$ cat src/rtl/counter_arbiter_if.sv
// Bundle of the requester-side and counter-side signals around counter_arbiter.
// The slave view is the arbiter itself; the master view is whatever surrounds it
// (the two requesters plus the shared up/down counter).
interface counter_arbiter_if #(
  parameter int WIDTH  = 5,
  parameter int STEP_W = 4
);

  // requester 0 command
  logic              REQ0;
  logic [1:0]        CMD0;
  logic [WIDTH-1:0]  VAL0;
  logic [STEP_W-1:0] STEPS0;

  // requester 1 command
  logic              REQ1;
  logic [1:0]        CMD1;
  logic [WIDTH-1:0]  VAL1;
  logic [STEP_W-1:0] STEPS1;

  // counter status fed back to the arbiter
  logic [WIDTH-1:0]  Counter;
  logic              High;
  logic              Low;

  // grants and status back to the requesters
  logic              GNT0;
  logic              GNT1;
  logic              BUSY;
  logic              OWNER;
  logic              DONE;
  logic              SAT;

  // strobes to the counter
  logic [WIDTH-1:0]  IN;
  logic              Load;
  logic              Up;
  logic              Down;

  modport slave (
    input  REQ0, CMD0, VAL0, STEPS0,
    input  REQ1, CMD1, VAL1, STEPS1,
    input  Counter, High, Low,
    output GNT0, GNT1, BUSY, OWNER, DONE, SAT,
    output IN, Load, Up, Down
  );

  modport master (
    output REQ0, CMD0, VAL0, STEPS0,
    output REQ1, CMD1, VAL1, STEPS1,
    output Counter, High, Low,
    input  GNT0, GNT1, BUSY, OWNER, DONE, SAT,
    input  IN, Load, Up, Down
  );

endinterface

$ cat src/rtl/counter_arbiter.sv
// Round-robin arbiter that lets two requesters share one 5-bit up/down counter.
// A granted command is latched, then replayed onto the counter's Load/Up/Down
// strobes one step per cycle; the command ends early if the counter reports it
// has hit the top (Up) or bottom (Down), which is flagged on SAT.
module counter_arbiter #(
  parameter int WIDTH  = 5,
  parameter int STEP_W = 4
) (
  input logic              clk,
  input logic              rst,
  counter_arbiter_if.slave bus
);

  localparam logic [1:0] CMD_LOAD = 2'b00;
  localparam logic [1:0] CMD_UP   = 2'b01;
  localparam logic [1:0] CMD_DOWN = 2'b10;
  localparam logic [1:0] CMD_NOP  = 2'b11;

  typedef enum logic [1:0] {
    ST_IDLE = 2'b00,
    ST_RUN  = 2'b01,
    ST_DONE = 2'b10
  } state_e;

  state_e            state_q, state_d;
  logic [1:0]        cmd_q, cmd_d;
  logic [WIDTH-1:0]  val_q, val_d;
  logic [STEP_W-1:0] rem_q, rem_d;
  logic              owner_q, owner_d;
  logic              last_q, last_d;
  logic              sat_q, sat_d;
  logic              gnt0_q, gnt0_d;
  logic              gnt1_q, gnt1_d;

  logic              req_any;
  logic              pick;
  logic [1:0]        pick_cmd;
  logic [WIDTH-1:0]  pick_val;
  logic [STEP_W-1:0] pick_steps;
  logic              rem_nz;
  logic              hit_limit;

  // Choose the winner: a lone requester always wins, a tie goes to whoever was not served last.
  always_comb begin
    req_any    = bus.REQ0 | bus.REQ1;
    pick       = (bus.REQ0 & bus.REQ1) ? ~last_q : bus.REQ1;
    pick_cmd   = pick ? bus.CMD1   : bus.CMD0;
    pick_val   = pick ? bus.VAL1   : bus.VAL0;
    pick_steps = pick ? bus.STEPS1 : bus.STEPS0;
  end

  // Remaining-step and counter-limit conditions used by both the FSM and the strobes.
  always_comb begin
    rem_nz    = (rem_q != '0);
    hit_limit = rem_nz && (((cmd_q == CMD_UP) && bus.High) ||
                           ((cmd_q == CMD_DOWN) && bus.Low));
  end

  // Next-state logic: capture at grant, count steps down in RUN, single DONE cycle.
  always_comb begin
    state_d = state_q;
    cmd_d   = cmd_q;
    val_d   = val_q;
    rem_d   = rem_q;
    owner_d = owner_q;
    last_d  = last_q;
    sat_d   = sat_q;
    gnt0_d  = 1'b0;
    gnt1_d  = 1'b0;

    unique case (state_q)
      ST_IDLE: begin
        if (req_any) begin
          cmd_d   = pick_cmd;
          val_d   = pick_val;
          rem_d   = pick_steps;
          owner_d = pick;
          last_d  = pick;
          sat_d   = 1'b0;
          gnt0_d  = ~pick;
          gnt1_d  = pick;
          state_d = ST_RUN;
        end
      end
      ST_RUN: begin
        if ((cmd_q == CMD_LOAD) || (cmd_q == CMD_NOP)) begin
          state_d = ST_DONE;
        end else if (!rem_nz) begin
          state_d = ST_DONE;
        end else if (hit_limit) begin
          sat_d   = 1'b1;
          state_d = ST_DONE;
        end else begin
          rem_d = rem_q - STEP_W'(1);
        end
      end
      ST_DONE: begin
        state_d = ST_IDLE;
      end
      default: begin
        state_d = ST_IDLE;
      end
    endcase
  end

  // State register; reset makes requester 0 the first winner of a tie.
  always_ff @(posedge clk) begin
    if (rst) begin
      state_q <= ST_IDLE;
      cmd_q   <= CMD_NOP;
      val_q   <= '0;
      rem_q   <= '0;
      owner_q <= 1'b0;
      last_q  <= 1'b1;
      sat_q   <= 1'b0;
      gnt0_q  <= 1'b0;
      gnt1_q  <= 1'b0;
    end else begin
      state_q <= state_d;
      cmd_q   <= cmd_d;
      val_q   <= val_d;
      rem_q   <= rem_d;
      owner_q <= owner_d;
      last_q  <= last_d;
      sat_q   <= sat_d;
      gnt0_q  <= gnt0_d;
      gnt1_q  <= gnt1_d;
    end
  end

  // Counter strobes and status, decoded straight from state so a reset stops them at once.
  always_comb begin
    bus.Load  = (state_q == ST_RUN) && (cmd_q == CMD_LOAD);
    bus.Up    = (state_q == ST_RUN) && (cmd_q == CMD_UP) && rem_nz && !bus.High;
    bus.Down  = (state_q == ST_RUN) && (cmd_q == CMD_DOWN) && rem_nz && !bus.Low;
    bus.IN    = (state_q == ST_RUN) ? val_q : '0;
    bus.BUSY  = (state_q != ST_IDLE);
    bus.DONE  = (state_q == ST_DONE);
    bus.OWNER = owner_q;
    bus.SAT   = sat_q;
    bus.GNT0  = gnt0_q;
    bus.GNT1  = gnt1_q;
  end

  // The counter's flags must agree with its value, and only one strobe may fire per cycle.
  a_high_consistent: assert property (@(posedge clk) disable iff (rst)
    bus.High |-> (bus.Counter == '1));
  a_low_consistent: assert property (@(posedge clk) disable iff (rst)
    bus.Low |-> (bus.Counter == '0));
  a_one_strobe: assert property (@(posedge clk) disable iff (rst)
    $onehot0({bus.Load, bus.Up, bus.Down}));

endmodule

$ cat src/flat_wrapper.sv
// flat-port wrapper written by rule: the top's interface ports become plain ports
module counter_arbiter_flat 
#(
  parameter int WIDTH  = 5,
  parameter int STEP_W = 4
)
  (clk, rst, bus_REQ0, bus_CMD0, bus_VAL0, bus_STEPS0, bus_REQ1, bus_CMD1, bus_VAL1, bus_STEPS1, bus_Counter, bus_High, bus_Low, bus_GNT0, bus_GNT1, bus_BUSY, bus_OWNER, bus_DONE, bus_SAT, bus_IN, bus_Load, bus_Up, bus_Down);
  counter_arbiter_if #(.WIDTH(WIDTH), .STEP_W(STEP_W)) bus_i ();
  input logic clk;
  input logic rst;
  input wire logic [$bits(bus_i.REQ0)-1:0] bus_REQ0;
  input wire logic [$bits(bus_i.CMD0)-1:0] bus_CMD0;
  input wire logic [$bits(bus_i.VAL0)-1:0] bus_VAL0;
  input wire logic [$bits(bus_i.STEPS0)-1:0] bus_STEPS0;
  input wire logic [$bits(bus_i.REQ1)-1:0] bus_REQ1;
  input wire logic [$bits(bus_i.CMD1)-1:0] bus_CMD1;
  input wire logic [$bits(bus_i.VAL1)-1:0] bus_VAL1;
  input wire logic [$bits(bus_i.STEPS1)-1:0] bus_STEPS1;
  input wire logic [$bits(bus_i.Counter)-1:0] bus_Counter;
  input wire logic [$bits(bus_i.High)-1:0] bus_High;
  input wire logic [$bits(bus_i.Low)-1:0] bus_Low;
  output wire logic [$bits(bus_i.GNT0)-1:0] bus_GNT0;
  output wire logic [$bits(bus_i.GNT1)-1:0] bus_GNT1;
  output wire logic [$bits(bus_i.BUSY)-1:0] bus_BUSY;
  output wire logic [$bits(bus_i.OWNER)-1:0] bus_OWNER;
  output wire logic [$bits(bus_i.DONE)-1:0] bus_DONE;
  output wire logic [$bits(bus_i.SAT)-1:0] bus_SAT;
  output wire logic [$bits(bus_i.IN)-1:0] bus_IN;
  output wire logic [$bits(bus_i.Load)-1:0] bus_Load;
  output wire logic [$bits(bus_i.Up)-1:0] bus_Up;
  output wire logic [$bits(bus_i.Down)-1:0] bus_Down;
  assign bus_i.REQ0 = bus_REQ0;
  assign bus_i.CMD0 = bus_CMD0;
  assign bus_i.VAL0 = bus_VAL0;
  assign bus_i.STEPS0 = bus_STEPS0;
  assign bus_i.REQ1 = bus_REQ1;
  assign bus_i.CMD1 = bus_CMD1;
  assign bus_i.VAL1 = bus_VAL1;
  assign bus_i.STEPS1 = bus_STEPS1;
  assign bus_i.Counter = bus_Counter;
  assign bus_i.High = bus_High;
  assign bus_i.Low = bus_Low;
  assign bus_GNT0 = bus_i.GNT0;
  assign bus_GNT1 = bus_i.GNT1;
  assign bus_BUSY = bus_i.BUSY;
  assign bus_OWNER = bus_i.OWNER;
  assign bus_DONE = bus_i.DONE;
  assign bus_SAT = bus_i.SAT;
  assign bus_IN = bus_i.IN;
  assign bus_Load = bus_i.Load;
  assign bus_Up = bus_i.Up;
  assign bus_Down = bus_i.Down;
  counter_arbiter #(.WIDTH(WIDTH), .STEP_W(STEP_W)) u_core (.clk(clk), .rst(rst), .bus(bus_i));
endmodule
$ cat config.mk
export PLATFORM = sky130hd
export DESIGN_NAME = counter_arbiter_flat
export DESIGN_NICKNAME = d
export VERILOG_FILES = /design/src/rtl/counter_arbiter_if.sv /design/src/rtl/counter_arbiter.sv /design/src/flat_wrapper.sv
export SDC_FILE = /design/constraint.sdc
export NUM_CORES = 1
export LEC_CHECK = 0
export CORE_MARGIN = 5
export CORE_UTILIZATION = 54
export DETAILED_ROUTE_END_ITERATION = 6
export DONT_BUFFER_PORTS = 1
export PLACE_DENSITY = 0.75
export REMOVE_ABC_BUFFERS = 1
export SETUP_SLACK_MARGIN = 0.5
export SYNTH_ARGS = -nofsm -noshare
export SYNTH_HDL_FRONTEND = slang
export SYNTH_SLANG_ARGS = --single-unit
$ cat constraint.sdc
create_clock -name clk -period 1.5 [get_ports clk]
set_clock_uncertainty 0.05 [all_clocks]
set_input_delay 0.225 -clock clk [delete_from_list [all_inputs] [get_ports clk]]
set_output_delay 0.225 -clock clk [all_outputs]
set_load 0.005 [all_outputs]
# Word-level counts from Yosys, hierarchy flattened

Index checks and enable logic that the tools add are counted.

Register bits: 18
Input bits: 33
Output and inout bits: 14

Add/sub/neg operators: 1
Equal/unequal tests: 11
Muxes and demuxes: 20
Bitwise gates (word level): 6
Reductions and logical operators: 24

Operators by type and width:

| kind                | number |
|---|---|
| $mux 4              | 5 |
| $logic_and 1x1->1   | 10 |
| $mux 2              | 5 |
| $mux 5              | 2 |
| $reduce_and 5->1    | 2 |
| $pmux 4 s2          | 1 |
| $eq 2x2->1 const B  | 3 |
| $ne 2x1->1 const B  | 3 |
| $mux 1              | 5 |
| $eq 2x1->1 const B  | 2 |
| $logic_not 2->1     | 2 |
| $ne 2x2->1 const B  | 2 |
| $ne 4x4->1 const B  | 1 |
| $not 1->1           | 4 |
| $pmux 2 s2          | 1 |
| $reduce_and 2->1    | 2 |
| $reduce_bool 2->1   | 2 |
| $reduce_bool 4->1   | 1 |
| $sub 4x1->4 const B | 1 |
| $reduce_or 3->1     | 1 |
| $logic_not 1->1     | 2 |
| $logic_or 1x1->1    | 2 |
| $pmux 1 s2          | 1 |
| $and 1x1->1         | 1 |
| $or 1x1->1          | 1 |

# Depth between registers and ports, before layout

Gate-level depths: netlist (run 1).

Depth after elaboration: 8
Gate-level depth with buffers: 6

# Least setup slack after synthesis (run 1)

OpenSTA, ideal clock, no wires.

Kind: register to register
Start point: reg u_core.cmd_q[0]
End point: reg u_core.rem_q[2]
Library setup time: 0.117 ns
Arrival time: 1.495 ns
Setup slack: -0.163 ns
Stages on the path, launching flop included: 7
Buffers on the path: 0
Period minus slack after synthesis: 1.663 ns
Path through: dfxtp_1 inv_1 ha_1 a22o_4 o32ai_4 o21ai_2 a32o_1

Longest elaborated chain between the ends: 6
Elaborated cells on any way between the ends: 12
Classes of those cells: 5 x eq/ne; 7 x reduce/logical

RTL lines:

| what                                            | RTL line                                     | source |
|---|---|---|
| start: declaration                              | counter_arbiter.sv:26                        | `logic [1:0] cmd_q, cmd_d;` |
| start signal: assignment                        | counter_arbiter.sv:120                       | `cmd_q <= cmd_d;` |
| $eq 2x1->1 / $eq 2x2->1 (equally long branches) | counter_arbiter.sv:55, counter_arbiter.sv:56 |  |
| $logic_and 1x1->1 (on tied branches)            | counter_arbiter.sv:55, counter_arbiter.sv:56 |  |
| $logic_or 1x1->1                                | counter_arbiter.sv:55                        | `hit_limit = rem_nz && (((cmd_q == CMD_UP) && bus.High) \|\|` |
| $logic_and 1x1->1                               | counter_arbiter.sv:55                        |  |
| $ne 2x2->1 (no source line)                     | --                                           |  |
| $reduce_and 5->1 (no source line) *             | --                                           |  |
| end signal: assignment                          | counter_arbiter.sv:122                       | `rem_q <= rem_d;` |
| end: declaration                                | counter_arbiter.sv:28                        | `logic [STEP_W-1:0] rem_q, rem_d;` |

Mark *: on every way between the ends. The rest lies on a longest branch, timed or not.
A chain may end at the register's enable or synchronous reset.

# Worst setup path in the final report (run 1)

Start point: reg u_core.rem_q[1]
End point: reg u_core.rem_q[1]

Longest elaborated chain between the ends: 5
Elaborated cells on any way between the ends: 10
Classes of those cells: 1 x add/sub; 2 x eq/ne; 4 x mux; 3 x reduce/logical

RTL lines:

| what        | RTL line              | source |
|---|---|---|
| $sub 4x1->4 | counter_arbiter.sv:94 | `rem_d = rem_q - STEP_W'(1);` |
| $mux 4      | counter_arbiter.sv:90 | `end else if (hit_limit) begin` |
| $mux 4      | counter_arbiter.sv:88 | `end else if (!rem_nz) begin` |
| $mux 4      | counter_arbiter.sv:86 | `if ((cmd_q == CMD_LOAD) \|\| (cmd_q == CMD_NOP)) begin` |
| $pmux 4 s2  | counter_arbiter.sv:71 | `unique case (state_q)` |

Several ways; a longest one is shown, not always the timed one. The select of a mux whose other input is x is not followed.

==> results.md, run 1 <==
- Status: finished, violations left
- Violated checks: negative setup slack
- Dpl ws: -0.2633 ns
- Routability cong.: a little under 0.8
- Storage cell area: about 370 µm²
- Num CTS Buffers: 3
- Total of max-cap violations: 0
- Wire per inst: approximately 26 µm
- Number of global-route vias before repair: 1143
- FF-to-FF setup slack: -0.33 ns
- Die Height: 53.62 µm
- Setup crit start kind: register
- CTS tree: done
- Ranking of synthesized cells by area: dfxtp_1 (35%), mux2i_1 (8.8%), ha_1 (4.9%), a211oi_1 (3.7%), and2_1 (3.7%)
- Share of total power in the clock network: 0.177
- Top FF cell, synth: dfxtp_1
- Final hold violations: 0
- Switch share: 0.3658
- Setup TNS: -2.127 ns
- Area delta synth->final: 61.63%
- Unrepaired setup endpoints after global routing: true
- CTS root buf: clkbuf_4
- Comb power frac: 0.490
- Yosys top cell area share: 0.3508
- Area used by multi-input combinational logic: about 840 µm²
- Max IR drop VDD: 0.9382 mV
- Clk buf depth: 2
- Port bufs: 0
- Largest net degree at the start of global routing: 12
- Peak Freq: between 0.5 and 0.6 GHz
- Final #Nets: 185
- Leakage power: about 0.68 nW
- Worst-margin pin slew: around 0.56 ns
- Syn Area/Cell: between 9 and 10 µm²
- Grt ovf: 0
- EDFF count, synth: 0
- Antenna diodes: 0
- Layout cells sized above 1: 0.6803
- Final setup violation count: 14
- DRC viols: 0
- Final Cell Area: 0.001660 mm²
- First-pass detailed-route iteration total: 5
- R2r endpoint: u_core.rem_q[1]
- WP data required: 1.67 ns
- Ys async rst share: 0
- Initial DRC Count: slightly above 80
- Setup ws final: -0.3311 ns
- Hold Path Class: input port to register
- Crit. End Element: register
- Clock latency at the later pin of the worst-skew pair: between 0.3 and 0.4 ns
- Die X: about 54 µm
- Crit path arrival time: 2.00 ns
- Max-slew headroom: 0.6236
- Power Density: between 1000 and 1500 mW/mm²
- CP Max Fanout: 5
- Via density: 6.750
- Cell Rows: 15
- Max-slew violation count: 0
- Net Sw Power: ~0.00068 W
- All-Layer GR Usage: 0.2475
- Minimum hold slack: about 0.074 ns
- Register-to-Register Path Depth: 8
- DR vias: approximately 1200
- Ys Warns: 0
- Layout fillers: 57
- Post-synth cell types: around 40
- DIE AREA: between 0.002 and 0.003 mm²
- #FFs+latches synth: 18
- Final HPWL DP: 1882 µm
- Clock Sinks: 18
- Register area share after synthesis: 0.3508
- Synthesized area: roughly 0.001 mm²
- First-pass GRT wire length: ~5000 µm
- Gate Count Post-Synth: approximately 110
- Post-route ant nets: 0
- Count leader, synth: dfxtp_1
- Antenna violations before repair: 0
- H-tree Lvls: 1
- DP Area: approximately 0.0011 mm²
- Reg2reg start: u_core.rem_q[1]
- Core Footprint: 0.001764 mm²
- Num ports: 47
- Yosys top cell by area: dfxtp_1
- Crit path launch: u_core.rem_q[1]
- Seq pwr share: 0.333
- Clock Pin Slew Worst Setup and Hold Paths: 0.13 ns
- Final WL: approximately 4500 µm
- Initial core utilization: 0.5823
- Synth top cells by count: dfxtp_1 (18), mux2i_1 (9), nor2_1 (8)
- CP Capture Point: u_core.rem_q[1]
- Minimum clock period: approximately 1.8 ns
- Cell Int Power: ~0.0012 W
- Tcrit/Tclk final: 1.221
- Critical path type: register to register
-- layer usage --
layer / wire [µm] / GRT usage / share of wire
met4: 237 / 0.1787 / 0.053
met5: 0 / 0 / 0
met2: 2266 / 0.4592 / 0.51
met3: 408 / 0.07479 / 0.091
met1: 1570 / 0.2252 / 0.35
-- state kept, by name, summed over array words and instances, names as in the netlist --
name / count
u_core.val_q: 5
u_core.state_q: 2
u_core.last_q: 1
u_core.bus.GNT0: 1
u_core.bus.GNT1: 1
u_core.bus.OWNER: 1
u_core.bus.SAT: 1
u_core.cmd_q: 2
u_core.rem_q: 4
-- repair_timing --
item / 4_1_cts / 5_1_grt
gates cloned: 1 / 0
pin swaps: 23 / 15
hold endpoints to repair: 11 / 0
gates resized for setup: 46 / 35
hold buffers: 1 / 0
buffers inserted: 16 / 9
setup endpoints to repair: 27 / 28
-- logic make-up (layout without fill, tap and decap cells) --
kind of cell             Yosys count  after routing  synth area share
AO/OA/AOI/OAI                     24             24            0.2119
flip-flops                        18             18            0.3508
multiplexers                      11             11            0.1096
AND/OR/NAND/NOR                   41             41            0.2314
adder cells (fa/ha/maj)            4              4           0.04872
buffers and inverters             10             49           0.04751
-- final cells by class --
cell class / count / share of cell area
clock buffer: 4 / 0.02185
inverter: 6 / 0.01507
multi-input combinational: 80 / 0.5072
sequential: 18 / 0.2253
tap: 25 / 0.01884
timing repair buffer: 39 / 0.2118
-- metrics by stage --
step | cells | power (W) | utilization
after floorplan | 104 | 0.0008720 | -
after global placement | 141 | 0.001002 | 0.6362
after detailed placement | 141 | 0.001023 | 0.6362
after CTS | 163 | 0.001565 | 0.8227
after global routing | 172 | 0.001912 | 0.9411
final | 172 | 0.001860 | 0.9411
-- critical path, cell delays in order (launching register included) --
cell       delay [ns]
dfxtp_2          0.37
inv_2            0.06
ha_4             0.16
nor3b_4          0.15
buf_4            0.15
o32ai_4          0.38
buf_4            0.19
o2111ai_2        0.12
o31ai_1          0.10
-- cell usage in the layout, fill, tap and decap left out, drive strengths merged, types with 4 or more instances in the layout --
master  count
a211oi      5
and2        7
buf        38
clkbuf      4
dfxtp      18
ha          4
inv         6
mux2i       9
nand2       6
nor2       10
nor3        5
-- worst min-delay path by stage --
stage                  start  cells after the start  slack, ns               to
CTS                 bus_REQ0                      2       0.09    u_core.last_q
finish              bus_REQ0                      2       0.07  u_core.bus.GNT0
floorplan                rst                      1       0.24  u_core.rem_q[3]
global placement         rst                      1       0.25  u_core.rem_q[3]
global route        bus_REQ0                      2       0.09    u_core.last_q
detailed placement       rst                      1       0.25  u_core.rem_q[3]
-- power groups by stage --
stage	Clock [W]	Sequential, W	Combinational, W
after floorplan	0	0.000586	0.000286
after global placement	0	0.000591	0.000411
after detailed placement	0	0.000595	0.000428
after CTS	0.000306	0.000598	0.000661
after global routing	0.000344	0.000622	0.000946
final	0.000329	0.000620	0.000911
(Power assumes the default switching activity.)
==> inputs of run 2 (changes only) <==
CORE_UTILIZATION = 37   (was 54)
DONT_BUFFER_PORTS = default   (was 1)
GPL_TIMING_DRIVEN = 1   (was default)
PLACE_DENSITY = 0.79   (was 0.75)
==> run 2 against run 1 <==
Against the previous run:
- sequential power down 3.2%
- power down 0.31%
- count of clock-buffer cells in the layout unchanged
- utilization down 16 points
- largest power group unchanged
- final area up 27%
- the run still ends with negative setup slack left
==> results.md, run 2 (synthesized netlist as in run 1, its figures left out) <==
- Final HPWL DP: 2328 µm (+24%)
- CTS tree: done
- Max-slew headroom: 0.7600 (+0.1365)
- Final WL: 3995 µm (-11%)
- R2r endpoint: u_core.rem_q[0]
- Most frequent cells in the layout: buf_6 (27), clkdlybuf4s50_1 (25), buf_4 (25), dfxtp_2 (8)
- Worst path top cell family by delay: compound AO/OA/AOI/OAI gates
- Dpl ws: -0.3919 ns (-0.1286 ns)
- First-pass GRT wire length: 5761 µm (+15%)
- Die Height: 62.69 µm (+17%)
- Hold Path Stages: 2 (unchanged)
- Critical path type: register to register
- Layout fillers: 184 (+220%)
- Commonest non-fill, non-tap cell in the layout: buf_6
- Final setup violation count: 14 (unchanged)
- Unrepaired setup endpoints after global routing: true
- Worst-margin pin slew: 0.3600 ns (-0.2029 ns)
- DIE AREA: 0.003930 mm² (+37%)
- Cell Rows: 19 (+4)
- Power, Total: 0.001854 W (-0.31%)
- Final #Nets: 232 (+25%)
- Power Density: 878.4 mW/mm² (-22%)
- Cell Int Power: 0.001246 W (+5.6%)
- DR vias: 1160 (-0.086%)
- CTS root buf: clkbuf_4
- Leakage power: 0.8943 nW (+32%)
- CP max-delay cell: o32ai_4
- Port bufs: 41 (+41)
- All-Layer GR Usage: 0.1832 (-0.06431)
- Clock Pin Slew Worst Setup and Hold Paths: 0.11 ns (-0.02 ns)
- Max IR drop VDD: 0.8812 mV (-6.1%)
- Violated checks: negative setup slack
- Routability cong.: 0.8258 (+5.5%)
- Antenna diodes: 0 (unchanged)
- Storage cell area: 381.6 µm² (+2.0%)
- Switch share: 0.3281 (-0.03762)
- Share of total power in the clock network: 0.172 (-0.005)
- Total of max-cap violations: 0 (unchanged)
- Num CTS Buffers: 3 (unchanged)
- Comb power frac: 0.504 (+0.014)
- CTS Hold Buffers Added: 0 (-1)
- Status: finished, violations left
- Hold Path Origin: u_core.val_q[2]
- First-pass detailed-route iteration total: 4 (-1)
- Max incr delay on CP: 0.41 ns (+0.03 ns)
- Core Footprint: 0.002710 mm² (+54%)
- Setup ws final: -0.2346 ns (+0.09647 ns)
- Clock Sinks: 18 (unchanged)
- Peak Freq: 0.5765 GHz (+5.6%)
- H-tree Lvls: 1 (unchanged)
- Crit path arrival time: 1.93 ns (-0.07 ns)
- DRC viols: 0 (unchanged)
- Final hold violations: 0 (unchanged)
- Layout cells sized above 1: 0.6186 (-0.06172)
- Clk buf depth: 2 (unchanged)
- Largest register FFs: 5 (unchanged)
- Seq pwr share: 0.324 (-0.009)
- FF-to-FF setup slack: -0.23 ns (+0.10 ns)
- Net Sw Power: 0.0006084 W (-11%)
- Max-slew violation count: 0 (unchanged)
- Area delta synth->final: 105.5%
- CP Max Fanout: 6 (+1)
- Largest net degree at the start of global routing: 13 (+1)
- Crit. End Element: register
- Wire per inst: 17.76 µm (-32%)
- Setup crit start kind: register
- Hold Path Class: register to register
- Via density: 5.156 (-24%)
- Minimum clock period: 1.735 ns (-0.09647 ns)
- WHS Endpoint: u_core.val_q[2]
- Critical path buffers and inverters: 1 (-2)
- Grt ovf: 0 (unchanged)
- Reg2reg start: u_core.cmd_q[1]
- Initial core utilization: 0.3790 (-0.2032)
- Clock latency at the later pin of the worst-skew pair: 0.31 ns (about the same)
- Die X: 62.69 µm (+17%)
- Number of global-route vias before repair: 1293 (+13%)
- Biggest register: u_core.val_q
- CP Cell Sequence: inv_4, ha_4, nand3b_1, o32ai_4, and2_4, a31o_1
- Register-to-Register Path Depth: 6 (-2)
- WP data required: 1.70 ns (+0.03 ns)
- Post-route ant nets: 0 (unchanged)
- Antenna violations before repair: 0 (unchanged)
- Biggest regs: u_core.val_q: 5 flops, u_core.rem_q: 4 flops
- Num ports: 47 (unchanged)
- Tcrit/Tclk final: 1.156 (-0.06431)
- Initial DRC Count: 23 (-72%)
- Area used by multi-input combinational logic: 792.0 µm² (-5.9%)
run 2: worst max path at each step:
stage	slack, ns	endpoint	start	cells after the start
after global placement	-0.34	bus_Up	u_core.rem_q[0]	6
after global routing	-0.34	u_core.rem_q[0]	u_core.cmd_q[1]	6
after floorplan	-0.16	u_core.rem_q[2]	u_core.cmd_q[0]	6
after CTS	-0.20	bus_Down	u_core.rem_q[1]	6
final	-0.23	u_core.rem_q[0]	u_core.cmd_q[1]	6
after detailed placement	-0.39	bus_Down	u_core.rem_q[1]	6
run 2: per-layer routing:
metal,track usage,share of wire,vias up,routed length (µm)
met3,0.03957,0.047,8,189
met5,0,0,-,0
met4,0.07958,0.030,0,119
met1,0.1741,0.37,538,1488
li1,-,-,568,-
met2,0.3653,0.55,46,2197
run 2: what timing repair did:
action	CTS	global route
gates resized for setup	123	23
setup endpoints to repair	32	32
buffers inserted	15	8
pin swaps	24	11
run 2: per-stage QoR:
stage	cells	cell area, µm²	hold WS (ns)	TNS, ns	util
floorplan	104	1001	0.2441	-0.3334	-
global placement	198	1628	0.4308	-4.125	0.6006
detailed placement	198	1628	0.4374	-4.754	0.6006
CTS	217	1949	0.4586	-1.516	0.7193
global route	225	2111	0.5135	-2.759	0.7789
finish	225	2111	0.4656	-1.774	0.7789
run 2: layout make-up:
| cell class | instances | share of cell area |
|---|---|---|
| timing repair buffer | 86 | 0.3954 |
| sequential | 18 | 0.1808 |
| clock buffer | 4 | 0.01719 |
| multi-input combinational | 80 | 0.3752 |
| tap | 31 | 0.01838 |
| inverter | 6 | 0.01304 |
run 2: power groups by stage:
stage          Combinational (W)  Clock [W]  Sequential (W)
3_3_place_gp            0.000584          0        0.000579
2_1_floorplan           0.000286          0        0.000586
3_5_place_dp            0.000600          0        0.000585
4_1_cts                 0.000800   0.000314        0.000592
6_report                0.000935   0.000319        0.000600
5_1_grt                  0.00101   0.000339        0.000607
run 2: worst reg2reg max path, stage by stage, from the launching register on:
cell and delay, ns:
dfxtp_4 0.40, inv_4 0.04, ha_4 0.27, nand3b_1 0.13, o32ai_4 0.41, and2_4 0.22
a31o_1 0.15
==> inputs of run 3 (changes only) <==
CORE_UTILIZATION = 44   (was 37)
PLACE_DENSITY = 0.87   (was 0.79)
TNS_END_PERCENT = 10   (was default)
clock period = 2.05 ns   (was 1.5 ns; I/O delays follow)
==> run 3 against run 2 <==
Against the previous run:
- the run now ends clean
- clock power shrank 44%
- largest power group unchanged
- critical path type is now register to output pin
- register-to-register slack improved by 0.52 ns
- utilization shrank 5.3 points
- sequential share of layout area up 5.1 points
- non-clock buffer count is 32 lower
- critical endpoint is now bus_Load
- worst setup slack improved by 0.50 ns
==> results.md, run 3 (synthesized netlist as in run 1, its figures left out) <==
- Status: complete, no violations
- Wire per inst: 14.82 µm (-17%)
- DP Area: 0.001499 mm² (-7.9%)
- Layout fillers: 186 (+1.1%)
- Unrepaired setup endpoints after global routing: true
- Reg2reg start: u_core.cmd_q[0]
- Die Height: 58.32 µm (-7.0%)
- DIE AREA: 0.003401 mm² (-13%)
- Post-route ant nets: 0 (unchanged)
- Area delta synth->final: 56.39%
- All-Layer GR Usage: 0.1829 (-0.0003799)
- Largest net degree at the start of global routing: 13 (unchanged)
- Comb power frac: 0.415 (-0.089)
- CP max-delay cell: dfxtp_4
- Clock Sinks: 18 (unchanged)
- Max-slew headroom: 0.6667 (-0.09330)
- Commonest non-fill, non-tap cell in the layout: clkdlybuf4s50_1
- DR vias: 992 (-14%)
- Hold Path Origin: u_core.cmd_q[0]
- Die X: 58.32 µm (-7.0%)
- CTS root buf: clkbuf_4
- Max IR drop VDD: 0.4508 mV (-49%)
- Final HPWL DP: 2122 µm (-8.8%)
- Antenna diodes: 0 (unchanged)
- CTS tree: done
- Number of global-route vias before repair: 1074 (-17%)
- Seq pwr share: 0.412 (+0.088)
- Core Footprint: 0.002212 mm² (-18%)
- Hold Path Class: register to register
- Critical path type: register to output pin
- Port bufs: 41 (unchanged)
- Crit path launch: u_core.state_q[1]
- Final #Nets: 200 (-14%)
- Max-slew violation count: 0 (unchanged)
- Most frequent cells in the layout: clkdlybuf4s50_1 (32), dfxtp_1 (12), buf_4 (11), mux2i_1 (9), nor2_1 (8)
- CP Cell Sequence: and2b_2, buf_4, and2_1, dlygate4sd2_1
- Cell Int Power: 0.0007076 W (-43%)
- Tcrit/Tclk final: 0.8704
- Initial DRC Count: 22 (-4.3%)
- Total of max-cap violations: 0 (unchanged)
- CTS Hold Buffers Added: 0 (unchanged)
- Final Cell Area: 0.001607 mm² (-24%)
- Layout cells sized above 1: 0.2795 (-0.3391)
- Routability cong.: 0.7529 (-8.8%)
- Max incr delay on CP: 0.35 ns (-0.06 ns)
- Final setup violation count: 0 (-14)
- Minimum hold slack: 0.4559 ns (-0.009675 ns)
- First-pass GRT wire length: 4740 µm (-18%)
- Power Density: 647.8 mW/mm² (-26%)
- Final WL: 2801 µm (-30%)
- H-tree Lvls: 1 (unchanged)
- DRC viols: 0 (unchanged)
- Share of total power in the clock network: 0.173 (about the same)
- Setup crit start kind: register
- WP data required: 1.69 ns (about the same)
- Num ports: 47 (unchanged)
- Crit path arrival time: 1.43 ns (-0.50 ns)
- Clk buf depth: 2 (unchanged)
- Peak Freq: about 0.56 GHz
- Initial core utilization: 0.4644 (+0.08533)
- Leakage power: 0.6810 nW (-24%)
- CP Max Fanout: 2 (-4)
- Final hold violations: 0 (unchanged)
- Biggest regs: u_core.val_q: 5 flops, u_core.rem_q: 4 flops
- Final core occ: 0.7262 (-0.05261)
- Num CTS Buffers: 3 (unchanged)
- Net Sw Power: 0.0003331 W (-45%)
- Via density: 5.249 (+1.8%)
- Clock Pin Slew Worst Setup and Hold Paths: 0.10 ns (about the same)
- Crit. End Element: output pin
- Setup TNS: 0 ns (+1.774 ns)
- First-pass detailed-route iteration total: 4 (unchanged)
- Biggest register: u_core.val_q
- Antenna violations before repair: 0 (unchanged)
- Clock latency at the later pin of the worst-skew pair: 0.30 ns (about the same)
- Worst-margin pin slew: 0.4966 ns (+0.1366 ns)
- Largest register FFs: 5 (unchanged)
- Minimum clock period: between 1.5 and 2 ns
- Grt ovf: 0 (unchanged)
- Switch share: 0.3201 (-0.008061)
- Cell Rows: 17 (-2)
==> run 3: cell types whose count changed in the layout (fill, tap and decap cells not counted), moves of 4 or more <==
cell             delta
buf_6              -25
buf_4              -14
and2_4              -6
clkdlybuf4s50_1     +7
and2_1              +6
dlygate4sd2_1       +4
dfxtp_2             -4
dfxtp_1             +5
==> run 3: critical path: cells and delay by family, from the launching register on <==
kind	cells	cell delay (ns)
buf+inv	2	0.41
flops	1	0.35
simple gates	2	0.38
==> run 3: power groups by stage <==
stage	clock (W)	combinational [W]	sequential, W
2_1_floorplan	0	0.000209	0.000429
3_3_place_gp	0	0.000361	0.000432
3_5_place_dp	0	0.000377	0.000435
4_1_cts	0.000183	0.000425	0.000426
5_1_grt	0.000200	0.000472	0.000434
6_report	0.000180	0.000432	0.000429
==> run 3: path summary, 6_finish.rpt <==
check / endpoint / slack, ns / cells past startpoint
worst max-delay path: bus_Load / 0.27 / 4
worst min register to register: u_core.cmd_q[0] / 0.46 / 2
worst max register to register: u_core.rem_q[2] / 0.29 / 6
worst min-delay path: u_core.cmd_q[0] / 0.46 / 2
==> run 3: per-stage QoR <==
step,cells,setup WS [ns],power [W]
2_1_floorplan,104,0.3872,0.0006381
3_3_place_gp,180,0.1019,0.0007926
5_1_grt,189,0.1770,0.001106
4_1_cts,188,0.2304,0.001035
3_5_place_dp,180,0.03705,0.0008118
6_report,189,0.2656,0.001041
==> run 3: per-layer routing <==
layer,GRT usage,part of all wire
met1,0.1960,0.39
met2,0.3238,0.52
met3,0.04386,0.067
met4,0.1060,0.026
met5,0,0
==> run 3: timing repair <==
action,in CTS,in global routing
gates resized for setup,35,4
buffers inserted,5,1
pin swaps,4,3
hold endpoints to repair,0,0
endpoints found under the setup margin,15,22
==> run 3: area by class of cell <==
| type | instances | area [µm²] | share of cell area |
|---|---|---|---|
| multi-input cells | 80 | 660.6 | 0.4112 |
| clock buffers | 3 | 22.52 | 0.01402 |
| repair buffers | 54 | 493.0 | 0.3069 |
| well taps | 28 | 35.03 | 0.02181 |
| inverters | 6 | 22.52 | 0.01402 |
| flip-flops and latches | 18 | 372.9 | 0.2321 |
